File: config.mk
export PLATFORM = sky130hd
export DESIGN_NAME = motor_ramp_sequencer
export DESIGN_NICKNAME = d
export VERILOG_FILES = /design/src/rtl/motor_ramp_sequencer.sv
export SDC_FILE = /design/constraint.sdc
export NUM_CORES = 1
export LEC_CHECK = 0
export ABC_CLOCK_PERIOD_IN_PS = 15600
export BUFFER_PORTS_ARGS = -buffer_cell sky130_fd_sc_hd__buf_2
export CORE_AREA = 8 8 91 93
export CTS_CLUSTER_SIZE = 28
export DETAILED_ROUTE_END_ITERATION = 6
export DIE_AREA = 0 0 99 101
export GPL_TIMING_DRIVEN = 0
export HOLD_SLACK_MARGIN = 0.02
export PLACE_DENSITY = 0.75
export RECOVER_POWER = 50
export SLEW_MARGIN = 10
export SYNTH_ARGS = -nofsm -noshare
export SYNTH_HDL_FRONTEND = slang
export SYNTH_SLANG_ARGS = --single-unit
File: constraint.sdc
create_clock -name clk -period 15.6 [get_ports clk]
set_input_delay 1.56 -clock clk [delete_from_list [all_inputs] [get_ports clk]]
set_output_delay 1.56 -clock clk [all_outputs]
set_load 0.02 [all_outputs]
File: src/rtl/motor_ramp_sequencer.sv
// Motor duty ramp sequencer.
// Moves the applied duty toward a requested target in bounded steps per tick.
// A direction reversal is sequenced as brake to zero, dwell at zero, then ramp.
// An obstruction while moving forward forces an immediate emergency stop.
//
//   state | meaning
//   ------+--------------------------------------------------------------
//   IDLE  | duty at target, waiting for a request
//   RAMP  | stepping duty toward target_dc on each tick
//   BRAKE | stepping duty down to zero ahead of a direction flip
//   DWELL | holding zero duty for DWELL_TICKS ticks, then flipping direction
//   ESTOP | duty forced to zero, waiting for the obstruction to clear
module motor_ramp_sequencer #(
  parameter int STEP        = 16,
  parameter int DWELL_TICKS = 8
) (
  input  logic       clk,
  input  logic       rst,
  input  logic       tick,
  input  logic       req_valid,
  output logic       req_ready,
  input  logic [7:0] req_dc,
  input  logic       req_dir,
  input  logic       can_move_fwd,
  output logic [7:0] motor_dc,
  output logic       direction,
  output logic       busy,
  output logic [2:0] seq_state
);

  typedef enum logic [2:0] {
    IDLE  = 3'd0,
    RAMP  = 3'd1,
    BRAKE = 3'd2,
    DWELL = 3'd3,
    ESTOP = 3'd4
  } state_t;

  localparam logic [7:0] STEP8  = 8'(STEP);
  localparam logic [7:0] DWELL8 = 8'(DWELL_TICKS);

  state_t     state_q, state_d;
  logic [7:0] dc_d;
  logic       dir_d;
  logic [7:0] tdc_q, tdc_d;
  logic       tdir_q, tdir_d;
  logic [7:0] cnt_q, cnt_d;

  logic       estop_cond;
  logic       accept;
  logic       ramp_up;
  logic [7:0] ramp_diff;
  logic [7:0] ramp_step;
  logic [7:0] ramp_dc;
  logic [7:0] brake_dc;

  // Obstruction only matters while actually moving forward.
  assign estop_cond = ~can_move_fwd & direction & (motor_dc != 8'd0);
  assign req_ready  = (state_q != ESTOP) & ~estop_cond;
  assign accept     = req_valid & req_ready;

  assign busy      = (state_q != IDLE);
  assign seq_state = state_q;

  // Step toward target by at most STEP; the step never exceeds the gap,
  // so neither direction can wrap.
  assign ramp_up   = (tdc_q > motor_dc);
  assign ramp_diff = ramp_up ? (tdc_q - motor_dc) : (motor_dc - tdc_q);
  assign ramp_step = (ramp_diff > STEP8) ? STEP8 : ramp_diff;
  assign ramp_dc   = ramp_up ? (motor_dc + ramp_step) : (motor_dc - ramp_step);
  assign brake_dc  = (motor_dc > STEP8) ? (motor_dc - STEP8) : 8'd0;

  // State and datapath registers; reset overrides everything.
  always_ff @(posedge clk) begin
    if (rst) begin
      state_q   <= IDLE;
      motor_dc  <= 8'd0;
      direction <= 1'b1;
      tdc_q     <= 8'd0;
      tdir_q    <= 1'b1;
      cnt_q     <= 8'd0;
    end else begin
      state_q   <= state_d;
      motor_dc  <= dc_d;
      direction <= dir_d;
      tdc_q     <= tdc_d;
      tdir_q    <= tdir_d;
      cnt_q     <= cnt_d;
    end
  end

  // Next state and datapath: estop first, then ESTOP hold, then accept, then tick.
  always_comb begin
    state_d = state_q;
    dc_d    = motor_dc;
    dir_d   = direction;
    tdc_d   = tdc_q;
    tdir_d  = tdir_q;
    cnt_d   = cnt_q;

    if (estop_cond) begin
      dc_d    = 8'd0;
      tdc_d   = 8'd0;
      state_d = ESTOP;
    end else if (state_q == ESTOP) begin
      if (can_move_fwd) state_d = IDLE;
    end else if (accept) begin
      tdc_d  = req_dc;
      tdir_d = req_dir;
      if (req_dir == direction) begin
        state_d = (req_dc == motor_dc) ? IDLE : RAMP;
      end else if (motor_dc != 8'd0) begin
        state_d = BRAKE;
      end else begin
        state_d = DWELL;
        cnt_d   = DWELL8;
      end
    end else begin
      case (state_q)
        RAMP: begin
          // Also settles a RAMP entered with duty already at target.
          if (tick) dc_d = ramp_dc;
          if (dc_d == tdc_q) state_d = IDLE;
        end
        BRAKE: begin
          if (tick) begin
            dc_d = brake_dc;
            if (brake_dc == 8'd0) begin
              state_d = DWELL;
              cnt_d   = DWELL8;
            end
          end
        end
        DWELL: begin
          if (tick) begin
            cnt_d = cnt_q - 8'd1;
            if (cnt_q == 8'd1) begin
              dir_d   = tdir_q;
              state_d = RAMP;
            end
          end
        end
        default: ;
      endcase
    end
  end

endmodule

==> results of run 1 <==
## per-layer routing
| layer | routed length, microns | vias to the layer above | global-route usage |
|---|---|---|---|
| li1 | - | 1716 | - |
| met1 | 4209 | 1641 | 0.2400 |
| met2 | 4297 | 107 | 0.3025 |
| met3 | 431 | 13 | 0.02348 |
| met4 | 155 | 0 | 0.06730 |
| met5 | 0 | - | 0 |
## cells by family after synthesis
group,after synthesis
flops,29
buf+inv,49
fa+ha+maj,30
xor+xnor,26
simple gates,180
mux,11
compound gates,125
## Yosys cell counts, drive strengths merged, types with 11 or more instances
cell type,n,area [sq um]
nand2,45,168.9
a21oi,37,185.2
nor2,33,123.9
dfxtp,29,580.6
inv,28,105.1
ha,27,337.8
xnor2,19,166.4
o21ai,17,85.08
nor3,15,75.07
clkbuf,14,52.55
nand4,11,68.82
## final cells by class
cell class	instances	share of cell area
Buffer	21	0.02595
Multi-Input combinational cell	372	0.6985
Sequential cell	29	0.1584
Timing Repair Buffer	27	0.03278
Tap cell	82	0.02800
Inverter	28	0.02868
Clock buffer	7	0.02629
Clock inverter	1	0.001366
## through the flow
| step | setup slack, ns | instance area [sq um] |
|---|---|---|
| after detailed placement | 9.487 | 3600 |
| after global placement | 9.612 | 3600 |
| after CTS | 9.459 | 3701 |
| final | 9.492 | 3665 |
| after global routing | 9.085 | 3665 |
| after floorplan | 10.23 | 3362 |
## worst max-delay path by stage
stage	slack (ns)	depth (start not counted)	to	from
finish	9.49	24	seq_state[0]$_SDFFE_PP0P_	motor_dc[7]$_SDFFE_PP0P_
global route	9.09	24	seq_state[0]$_SDFFE_PP0P_	motor_dc[7]$_SDFFE_PP0P_
CTS	9.46	24	seq_state[0]$_SDFFE_PP0P_	motor_dc[7]$_SDFFE_PP0P_
detailed placement	9.49	24	seq_state[0]$_SDFFE_PP0P_	motor_dc[7]$_SDFFE_PP0P_
global placement	9.61	24	seq_state[0]$_SDFFE_PP0P_	motor_dc[7]$_SDFFE_PP0P_
floorplan	10.23	24	seq_state[0]$_SDFFE_PP0P_	motor_dc[7]$_SDFFE_PP0P_
## worst reg2reg max path, delay by kind of cell, from the launching register on
kind | cells | cell delay [ns]
adder cells (fa/ha/maj) | 3 | 0.97
AO/OA/AOI/OAI | 9 | 1.99
AND/OR/NAND/NOR | 6 | 1.35
flip-flops | 1 | 0.32
XOR/XNOR | 2 | 0.28
multiplexers | 1 | 0.26
buffers and inverters | 3 | 0.83
## registers in the layout (all words and copies together) (netlist names)
register,cells
direction,1
tdc_q,8
seq_state,3
tdir_q,1
cnt_q,8
motor_dc,8
==> run summary, run 1 <==
Outcome -> finished clean
Adder-Cell Fraction of Synth Area -> 0.1183
Final GP Congestion -> 0.9174
Delay-heaviest family, CP -> compound AO/OA/AOI/OAI gates
Clk root buf -> clkbuf_8
Fillers -> 666
Simple-gate share of the synthesized area -> 0.2847
Crit path max-delay cell type -> or4_1
Chip Height -> 101 microns
Worst path bufs/invs -> 3
FF-to-FF setup slack -> 9.49 ns
RR Startpoint -> motor_dc[7]$_SDFFE_PP0P_
Max Freq -> 163.7 MHz
IO buf count -> 27
Worst Min Path Start -> tdir_q$_SDFFE_PP1P_
Post-synthesis sequential area ratio -> 0.1727
Max cap viols -> 0
Remaining DRCs -> 0
Die width -> 99 microns
Fin util -> 0.5278
Slew @ Worst Pin -> 0.9893 ns
Worst hold path cell count -> 2
CTS H-tree depth -> 2
Ys async rst share -> 0
FF+latch count, synth -> 29
Worst-path clk slew -> 0.07 ns
DP Cell Count -> 559
XOR/XNOR share of the synthesized area -> 0.06773
Worst slew margin -> 0.3321
Placeable Area -> 6943 sq um
Fraction of layout cells with a size suffix above 1 -> 0.08866
Critical Path AT -> 6.28 ns
First-pass GRT wire length -> 15.25 mm
Critical-path cell list -> clkbuf_1 -> inv_1 -> ha_1 -> nand4_1 -> a21oi_1 -> o22a_1 -> buf_2 -> mux2i_1 -> xnor2_1 -> o31a_1 -> nor2_1 -> nand2_1 -> ha_1 -> nor2_1 -> xnor2_1 -> ha_1 -> nor2b_1 -> o21a_1 -> o211a_1 -> or4_1 -> a211oi_1 -> o2111ai_1 -> a31oi_1 -> a211oi_2
Crit path largest cell delay -> 0.46 ns
Antenna violations before repair -> 0
Wire per inst -> 16.04 microns
Die footprint -> 9999 sq um
Max Slew Vio Count -> 0
HPWL Detailed -> 7.232 mm
Clk_lat worst skew -> 0.28 ns
CTS tree -> built
Hold crit path type -> reg -> reg
Synthesized net count -> 494
Yosys warns -> 0
Footprint of the multi-input gates -> 2560 sq um
Distinct cells, synth -> 74
Rows -> 31
Post-synthesis mux area share -> 0.03312
Clock buffer depth -> 2
Register area -> 580.6 sq um
Final Setup Violations -> 0
Iteration-0 DRC Markers -> 199
Final hold slack -> 0.4615 ns
Most frequent cells in the layout -> nand2_1, a21oi_1, nor2_1
Final Hold Violating Endpoints -> 0
Mapped Avg Cell Area -> 7.471 sq um
CTS Sinks -> 29
Synth Instances -> 450
Largest net degree at the start of global routing -> 11
Crit path launch type -> register
CP max FO -> 10
Gr ovfl total -> 0
Period utilisation layout -> 0.3915
Vias in the first global route -> 3,238
Number of synthesized flops with an enable pin -> 0
Commonest non-fill, non-tap cell in the layout -> nand2_1
Unrepaired setup endpoints after global routing -> no
Nets -> 528
Non-Filler Instances -> 567
ANT cells -> 0
Drt pass-1 iters -> 5
IO Pins -> 28
Primary FF master, synth -> dfxtp_1
Fin crit period -> 6.108 ns
CTS resizes -> 0
GRT Overall Usage -> 0.1843
Compound-Gate Fraction of Synth Area -> 0.2639
Mapped cell area -> 3362 sq um
Starting density of the core -> 0.4842
Critical path required time -> 15.78 ns
Largest family of logic cells by synthesized area -> simple AND/OR/NAND/NOR gates
Top cell by count, worst path -> ha_1
Area Growth Syn to Fin -> 9.006%
Reg2reg path depth -> 24
Post-Route WL -> 9.093 mm
Antenna Nets Post-Route -> 0
Post-DR vias/cell -> 6.132
Post-CTS Hold Fix Bufs -> 0
Critical path capture point type -> register
Hold Path Sink -> tdir_q$_SDFFE_PP1P_
Setup TNS -> 0 ns
Via count -> 3,477
Clock Skews -> 0.008507 ns
# Post-CTS Setup Buffers -> 0
Crit path kind -> reg -> reg
Critical R2R Capture -> seq_state[0]$_SDFFE_PP0P_
CTS Buf Count -> 5
Power of run 1 is not shown: default switching activity piles up to over one toggle a cycle in this logic, so the estimate is an artifact.
==> run 2: changes to the inputs <==
--- a/config.mk
+++ b/config.mk
@@ -5,15 +5,16 @@
 export SDC_FILE = /design/constraint.sdc
 export NUM_CORES = 1
 export LEC_CHECK = 0
-export ABC_CLOCK_PERIOD_IN_PS = 15600
+export ABC_AREA = 1
+export ABC_CLOCK_PERIOD_IN_PS = 6300
 export BUFFER_PORTS_ARGS = -buffer_cell sky130_fd_sc_hd__buf_2
-export CORE_AREA = 8 8 91 93
+export CORE_AREA = 8 8 90 92
 export CTS_CLUSTER_SIZE = 28
 export DETAILED_ROUTE_END_ITERATION = 6
-export DIE_AREA = 0 0 99 101
+export DIE_AREA = 0 0 98 100
 export GPL_TIMING_DRIVEN = 0
 export HOLD_SLACK_MARGIN = 0.02
-export PLACE_DENSITY = 0.75
+export PLACE_DENSITY = 0.74
 export RECOVER_POWER = 50
 export SLEW_MARGIN = 10
 export SYNTH_ARGS = -nofsm -noshare
==> constraint.sdc (replaced) <==
create_clock -name clk -period 6.3 [get_ports clk]
set_input_delay 0.63 -clock clk [delete_from_list [all_inputs] [get_ports clk]]
set_output_delay 0.63 -clock clk [all_outputs]
set_load 0.02 [all_outputs]
==> run 2 against run 1 <==
Against the previous run:
- global-route usage down 0.41 points
- die area down 2.0%
- non-clock buffer count down 13
- via count down 1.1%
- count of clock-buffer cells in the layout up 1
- critical path depth up 9
- wire length down 5.1%
- synthesized cell count up 17%
- critical path type unchanged
- critical endpoint unchanged
- highest routed layer unchanged
==> run summary, run 2 <==
Period utilisation layout -> 0.8922 (was 0.3915)
Post-Route WL -> 8.629 mm (was 9.093 mm)
Nets -> 603 (was 528)
Crit path launch type -> register (unchanged)
Antenna violations before repair -> 0 (unchanged)
Hold crit path type -> reg -> reg (unchanged)
Worst slew margin -> 0.6610 (was 0.3321)
Pre-CTS setup slack -> 0.7513 ns (was 9.487 ns)
Synth top cells by count -> nand2_1, inv_1, nor2_1 (was nand2_1, a21oi_1, nor2_1)
Fin crit period -> 5.621 ns (was 6.108 ns)
Routing usage on met1 -> 0.2131 (was 0.2400)
Number of synthesized flops with an enable pin -> 0 (unchanged)
Primary FF master, synth -> dfxtp_1 (unchanged)
Antenna Nets Post-Route -> 0 (unchanged)
ANT cells -> 0 (unchanged)
Commonest non-fill, non-tap cell in the layout -> nand2_1 (unchanged)
PnR worst setup slack -> 0.6789 ns (was 9.492 ns)
Post-CTS Hold Fix Bufs -> 0 (unchanged)
HPWL Detailed -> 7.035 mm (was 7.232 mm)
Final hold slack -> 0.4906 ns (was 0.4615 ns)
Delay-heaviest family, CP -> simple AND/OR/NAND/NOR gates (was compound AO/OA/AOI/OAI gates)
Dominant cells by area after synthesis -> dfxtp_1, nand2_1, ha_1 (was dfxtp_1, ha_1, a21oi_1)
Yosys warns -> 0 (unchanged)
Max Freq -> 177.9 MHz (was 163.7 MHz)
Chip Height -> 100 microns (was 101 microns)
CTS Buf Count -> 5 (unchanged)
Crit path largest cell delay -> 0.53 ns (was 0.46 ns)
Global-route track usage on met2 -> 0.3230 (was 0.3025)
Clk root buf -> clkbuf_8 (unchanged)
Slew @ Worst Pin -> 0.5019 ns (was 0.9893 ns)
Via count -> 3,438 (was 3,477)
CTS tree -> built (unchanged)
CTS Sinks -> 29 (unchanged)
Cell taking the most area after synthesis -> dfxtp_1 (unchanged)
Fraction of layout cells with a size suffix above 1 -> 0.08571 (was 0.08866)
Critical Path AT -> 5.81 ns (was 6.28 ns)
Setup TNS -> 0 ns (unchanged)
Final Hold Violating Endpoints -> 0 (unchanged)
Clk_lat worst skew -> 0.29 ns (was 0.28 ns)
Wire per inst -> 13.48 microns (was 16.04 microns)
Max Slew Vio Count -> 0 (unchanged)
Worst path bufs/invs -> 4 (was 3)
Remaining DRCs -> 0 (unchanged)
Drt pass-1 iters -> 5 (unchanged)
Largest net degree at the start of global routing -> 11 (unchanged)
# Post-CTS Setup Buffers -> 0 (unchanged)
CTS H-tree depth -> 2 (unchanged)
Clock Skews -> 0.003756 ns (was 0.008507 ns)
Post-DR vias/cell -> 5.372 (was 6.132)
Gr ovfl total -> 0 (unchanged)
First-pass GRT wire length -> 14.72 mm (was 15.25 mm)
Ys async rst share -> 0 (unchanged)
Top-count cell post-synth -> nand2_1 (unchanged)
Post-synthesis sequential area ratio -> 0.1802 (was 0.1727)
CP max FO -> 10 (unchanged)
Placeable Area -> 6644 sq um (was 6943 sq um)
Crit path max-delay cell type -> dfxtp_1 (was or4_1)
IO Pins -> 28 (unchanged)
Max cap viols -> 0 (unchanged)
IO buf count -> 27 (unchanged)
Final GP Congestion -> 0.8970 (was 0.9174)
Outcome -> finished clean (unchanged)
Share of Yosys cell area claimed by the top area cell type -> 0.1802 (was 0.1727)
GR Util met3 -> 0.02491 (was 0.02348)
Vias in the first global route -> 3,304 (was 3,238)
Final Setup Violations -> 0 (unchanged)
Die width -> 98 microns (was 99 microns)
Rows -> 30 (was 31)
Biggest regs -> cnt_q x8, motor_dc x8, tdc_q x8 (unchanged)
Most Crowded Layer GR -> met2 (unchanged)
GRT Overall Usage -> 0.1802 (was 0.1843)
Clock buffer depth -> 2 (unchanged)
Fin util -> 0.5281 (was 0.5278)
Synthesized net count -> 569 (was 494)
Starting density of the core -> 0.4849 (was 0.4842)
Critical path capture point type -> register (unchanged)
Worst-path clk slew -> 0.06 ns (was 0.07 ns)
Crit path kind -> reg -> reg (unchanged)
CTS resizes -> 0 (unchanged)
Critical path required time -> 6.48 ns (was 15.78 ns)
Mapped Avg Cell Area -> 6.137 sq um (was 7.471 sq um)
Iteration-0 DRC Markers -> 257 (was 199)
Mapped cell area -> 3222 sq um (was 3362 sq um)
Synth Instances -> 525 (was 450)
Area Growth Syn to Fin -> 8.893% (was 9.006%)
FF+latch count, synth -> 29 (unchanged)
Distinct cells, synth -> 45 (was 74)
Most frequent cells in the layout -> nand2_1, inv_1, nor2_1 (was nand2_1, a21oi_1, nor2_1)
Die footprint -> 9800 sq um (was 9999 sq um)
Unrepaired setup endpoints after global routing -> no (unchanged)
[run 2: changes by cell type in the layout (fill, tap and decap cells not counted), moves of 11 or more]
cell | before | now
inv_1 | 28 | 88
nand2_1 | 45 | 122
nand3_1 | 10 | 32
nor2_1 | 33 | 65
o21ai_0 | 13 | 24
xnor2_1 | 19 | 7
[run 2: layout make-up]
type	instances	area, sq um
plain buffers	8	43.79
clock buffers	8	80.08
fillers	708	3136
inverters	92	345.3
multi-input cells	396	2241
flip-flops and latches	29	580.6
well taps	80	100.1
repair buffers	27	117.6
[run 2: per-stage QoR]
| stage | cell area [sq um] | std cells |
|---|---|---|
| after CTS | 3537 | 640 |
| after global routing | 3508 | 640 |
| after global placement | 3457 | 632 |
| after detailed placement | 3457 | 632 |
| final | 3508 | 640 |
| after floorplan | 3222 | 525 |
[run 2: metal layers]
layer / vias to the layer above / wire, microns / part of all wire
met3: 15 / 472 / 0.055
li1: 1754 / - / -
met2: 104 / 4113 / 0.48
met4: 0 / 185 / 0.021
met5: - / 0 / 0
met1: 1565 / 3857 / 0.45
[run 2: final timing paths]
kind | slack [ns] | endpoint | depth (start not counted) | from
setup / recovery | 0.68 | seq_state[0]$_SDFFE_PP0P_ | 33 | motor_dc[6]$_SDFFE_PP0P_
hold / removal | 0.49 | cnt_q[0]$_SDFFE_PP0P_ | 2 | cnt_q[0]$_SDFFE_PP0P_
setup reg to reg | 0.68 | seq_state[0]$_SDFFE_PP0P_ | 33 | motor_dc[6]$_SDFFE_PP0P_
hold reg to reg | 0.49 | cnt_q[0]$_SDFFE_PP0P_ | 2 | cnt_q[0]$_SDFFE_PP0P_
[run 2: cell families (layout without fill, tap and decap cells)]
| family | Yosys count | count (layout) | share of synthesized area |
|---|---|---|---|
| AND/OR/NAND/NOR | 259 | 259 | 0.3584 |
| AO/OA/AOI/OAI | 85 | 85 | 0.1569 |
| buffers and inverters | 100 | 135 | 0.1212 |
| adder cells (fa/ha/maj) | 30 | 30 | 0.1235 |
| XOR/XNOR | 22 | 22 | 0.05981 |
| flip-flops | 29 | 29 | 0.1802 |
[run 2: worst reg2reg max path, delay by kind of cell, from the launching register on]
kind	cells	cell delay [ns]
AOI/OAI and AO/OA	5	1.10
and+or+nand+nor	20	2.07
DFF	1	0.53
adders and majority gates	3	1.15
xor gates and xnor gates	1	0.14
buffers and inverters	4	0.51
Power of run 2 is left out for the same reason.
==> run 3: changes to the inputs <==
--- a/config.mk
+++ b/config.mk
@@ -9,6 +9,7 @@
 export ABC_CLOCK_PERIOD_IN_PS = 6300
 export BUFFER_PORTS_ARGS = -buffer_cell sky130_fd_sc_hd__buf_2
 export CORE_AREA = 8 8 90 92
+export CTS_BUF_LIST = sky130_fd_sc_hd__clkbuf_4 sky130_fd_sc_hd__clkbuf_8 sky130_fd_sc_hd__clkbuf_16
 export CTS_CLUSTER_SIZE = 28
 export DETAILED_ROUTE_END_ITERATION = 6
 export DIE_AREA = 0 0 98 100
@@ -16,6 +17,7 @@
 export HOLD_SLACK_MARGIN = 0.02
 export PLACE_DENSITY = 0.74
 export RECOVER_POWER = 50
+export SKIP_CTS_REPAIR_TIMING = 1
 export SLEW_MARGIN = 10
 export SYNTH_ARGS = -nofsm -noshare
 export SYNTH_HDL_FRONTEND = slang
==> run 3 against run 2 <==
Against the previous run:
- die area is the same
- register-to-register slack got worse by 0.03 ns
- core utilization grew 0.17 points
- sequential share of layout area is 0.053 points lower
- wire length down 0.19%
- via count down 0.64%
- hold slack barely moved
- count of clock-buffer cells in the layout did not move
- worst setup slack got worse by 0.031 ns
- non-clock buffer count unchanged
- global-route usage unchanged
- critical path type unchanged
- critical endpoint unchanged
- largest cell class unchanged
==> run summary, run 3 (synthesis results as in run 2) <==
Outcome -> finished clean (unchanged)
Post-DR vias/cell -> 5.338 (was 5.372)
Clock buffer depth -> 2 (unchanged)
Wire per inst -> 13.46 microns (was 13.48 microns)
ANT cells -> 0 (unchanged)
Worst-path clk slew -> 0.06 ns (about the same)
First-pass GRT wire length -> 14.73 mm (was 14.72 mm)
Worst path bufs/invs -> 4 (unchanged)
CTS Sinks -> 29 (unchanged)
Fraction of layout cells with a size suffix above 1 -> 0.09107 (was 0.08571)
Commonest non-fill, non-tap cell in the layout -> nand2_1 (unchanged)
CTS Buf Count -> 5 (unchanged)
Drt pass-1 iters -> 5 (unchanged)
Rows -> 30 (unchanged)
Antenna violations before repair -> 0 (unchanged)
Die footprint -> 9800 sq um (unchanged)
FF-to-FF setup slack -> 0.65 ns (was 0.68 ns)
Final Setup Violations -> 0 (unchanged)
IO buf count -> 27 (unchanged)
Via count -> 3,416 (was 3,438)
Crit. Startpoint -> motor_dc[6]$_SDFFE_PP0P_ (unchanged)
CTS tree -> built (unchanged)
CTS H-tree depth -> 2 (unchanged)
Crit path launch type -> register (unchanged)
Die width -> 98 microns (unchanged)
HPWL Detailed -> 7.035 mm (unchanged)
RR Startpoint -> motor_dc[6]$_SDFFE_PP0P_ (unchanged)
Clk_lat worst skew -> 0.29 ns (about the same)
Remaining DRCs -> 0 (unchanged)
Fin crit period -> 5.652 ns (was 5.621 ns)
Max cap viols -> 0 (unchanged)
Clk root buf -> clkbuf_8 (unchanged)
Nets -> 603 (unchanged)
Chip Height -> 100 microns (unchanged)
Post-Route WL -> 8.613 mm (was 8.629 mm)
Slew @ Worst Pin -> 0.4985 ns (was 0.5019 ns)
IO Pins -> 28 (unchanged)
Starting density of the core -> 0.4849 (unchanged)
Period utilisation layout -> 0.8971 (was 0.8922)
Biggest regs -> cnt_q x8, motor_dc x8, tdc_q x8 (unchanged)
Crit path kind -> reg -> reg (unchanged)
Placeable Area -> 6644 sq um (unchanged)
Critical path required time -> 6.48 ns (about the same)
CP Depth -> 33 (unchanged)
GRT Overall Usage -> 0.1802 (unchanged)
CP Capture Point -> seq_state[0]$_SDFFE_PP0P_ (unchanged)
Max Freq -> 176.9 MHz (was 177.9 MHz)
Unrepaired setup endpoints after global routing -> no (unchanged)
Clock Skews -> 0.003901 ns (was 0.003756 ns)
Vias in the first global route -> 3,302 (was 3,304)
Final GP Congestion -> 0.8970 (unchanged)
Crit path largest cell delay -> 0.53 ns (about the same)
Most frequent cells in the layout -> nand2_1, inv_1, nor2_1 (unchanged)
Final Hold Violating Endpoints -> 0 (unchanged)
Worst Min Path Start -> cnt_q[0]$_SDFFE_PP0P_ (unchanged)
CP max FO -> 10 (unchanged)
Fillers -> 704 (was 708)
Delay-heaviest family, CP -> simple AND/OR/NAND/NOR gates (unchanged)
Area Growth Syn to Fin -> 9.243% (was 8.893%)
Crit path max-delay cell type -> dfxtp_1 (unchanged)
Hold crit path type -> reg -> reg (unchanged)
Reg2reg path depth -> 33 (unchanged)
Setup TNS -> 0 ns (unchanged)
Worst slew margin -> 0.6633 (was 0.6610)
Critical path capture point type -> register (unchanged)
Critical R2R Capture -> seq_state[0]$_SDFFE_PP0P_ (unchanged)
Max Slew Vio Count -> 0 (unchanged)
Critical Path AT -> 5.83 ns (was 5.81 ns)
Gr ovfl total -> 0 (unchanged)
Largest net degree at the start of global routing -> 11 (unchanged)
Iteration-0 DRC Markers -> 229 (was 257)
Antenna Nets Post-Route -> 0 (unchanged)
## run 3: cell counts in the layout (fill, tap and decap cells not counted)
Identical to the previous run, type by type.
## run 3: through the flow
stage	cells	instance area (sq um)	setup slack [ns]	hold WS, ns	utilization
floorplan	525	3222	1.435	0.4473	-
CTS	640	3548	0.7172	0.4912	0.5341
global placement	632	3457	0.7705	0.4716	0.5203
detailed placement	632	3457	0.7513	0.4777	0.5203
global route	640	3520	0.05911	0.5197	0.5298
finish	640	3520	0.6481	0.4906	0.5298
## run 3: layout make-up
cell class | instances | area, sq um | area share
well taps | 80 | 100.1 | 0.02844
clock buffers | 8 | 91.34 | 0.02595
plain buffers | 8 | 43.79 | 0.01244
inverters | 92 | 345.3 | 0.09812
repair buffers | 27 | 117.6 | 0.03342
multi-input cells | 396 | 2241 | 0.6367
flip-flops and latches | 29 | 580.6 | 0.1649
## run 3: worst min-delay path by stage
stage | cells after the start | to
2_1_floorplan | 2 | direction$_SDFFE_PP1P_
5_1_grt | 2 | direction$_SDFFE_PP1P_
4_1_cts | 2 | direction$_SDFFE_PP1P_
3_3_place_gp | 2 | direction$_SDFFE_PP1P_
3_5_place_dp | 2 | direction$_SDFFE_PP1P_
6_report | 2 | cnt_q[0]$_SDFFE_PP0P_
## run 3: worst register-to-register path, delay by kind of cell (launching register included)
kind | cells | cell delay [ns]
AO/OA/AOI/OAI | 5 | 1.12
XOR/XNOR | 1 | 0.14
adder cells (fa/ha/maj) | 3 | 1.16
buffers and inverters | 4 | 0.51
flip-flops | 1 | 0.53
AND/OR/NAND/NOR | 20 | 2.09
## run 3: routing by layer
layer / wire, microns / vias up / GRT usage
met4: 166 / 0 / 0.06715
met5: 0 / - / 0
met2: 4126 / 102 / 0.3230
met3: 481 / 13 / 0.02491
li1: - / 1754 / -
met1: 3839 / 1547 / 0.2131
Power of run 3 is left out for the same reason.
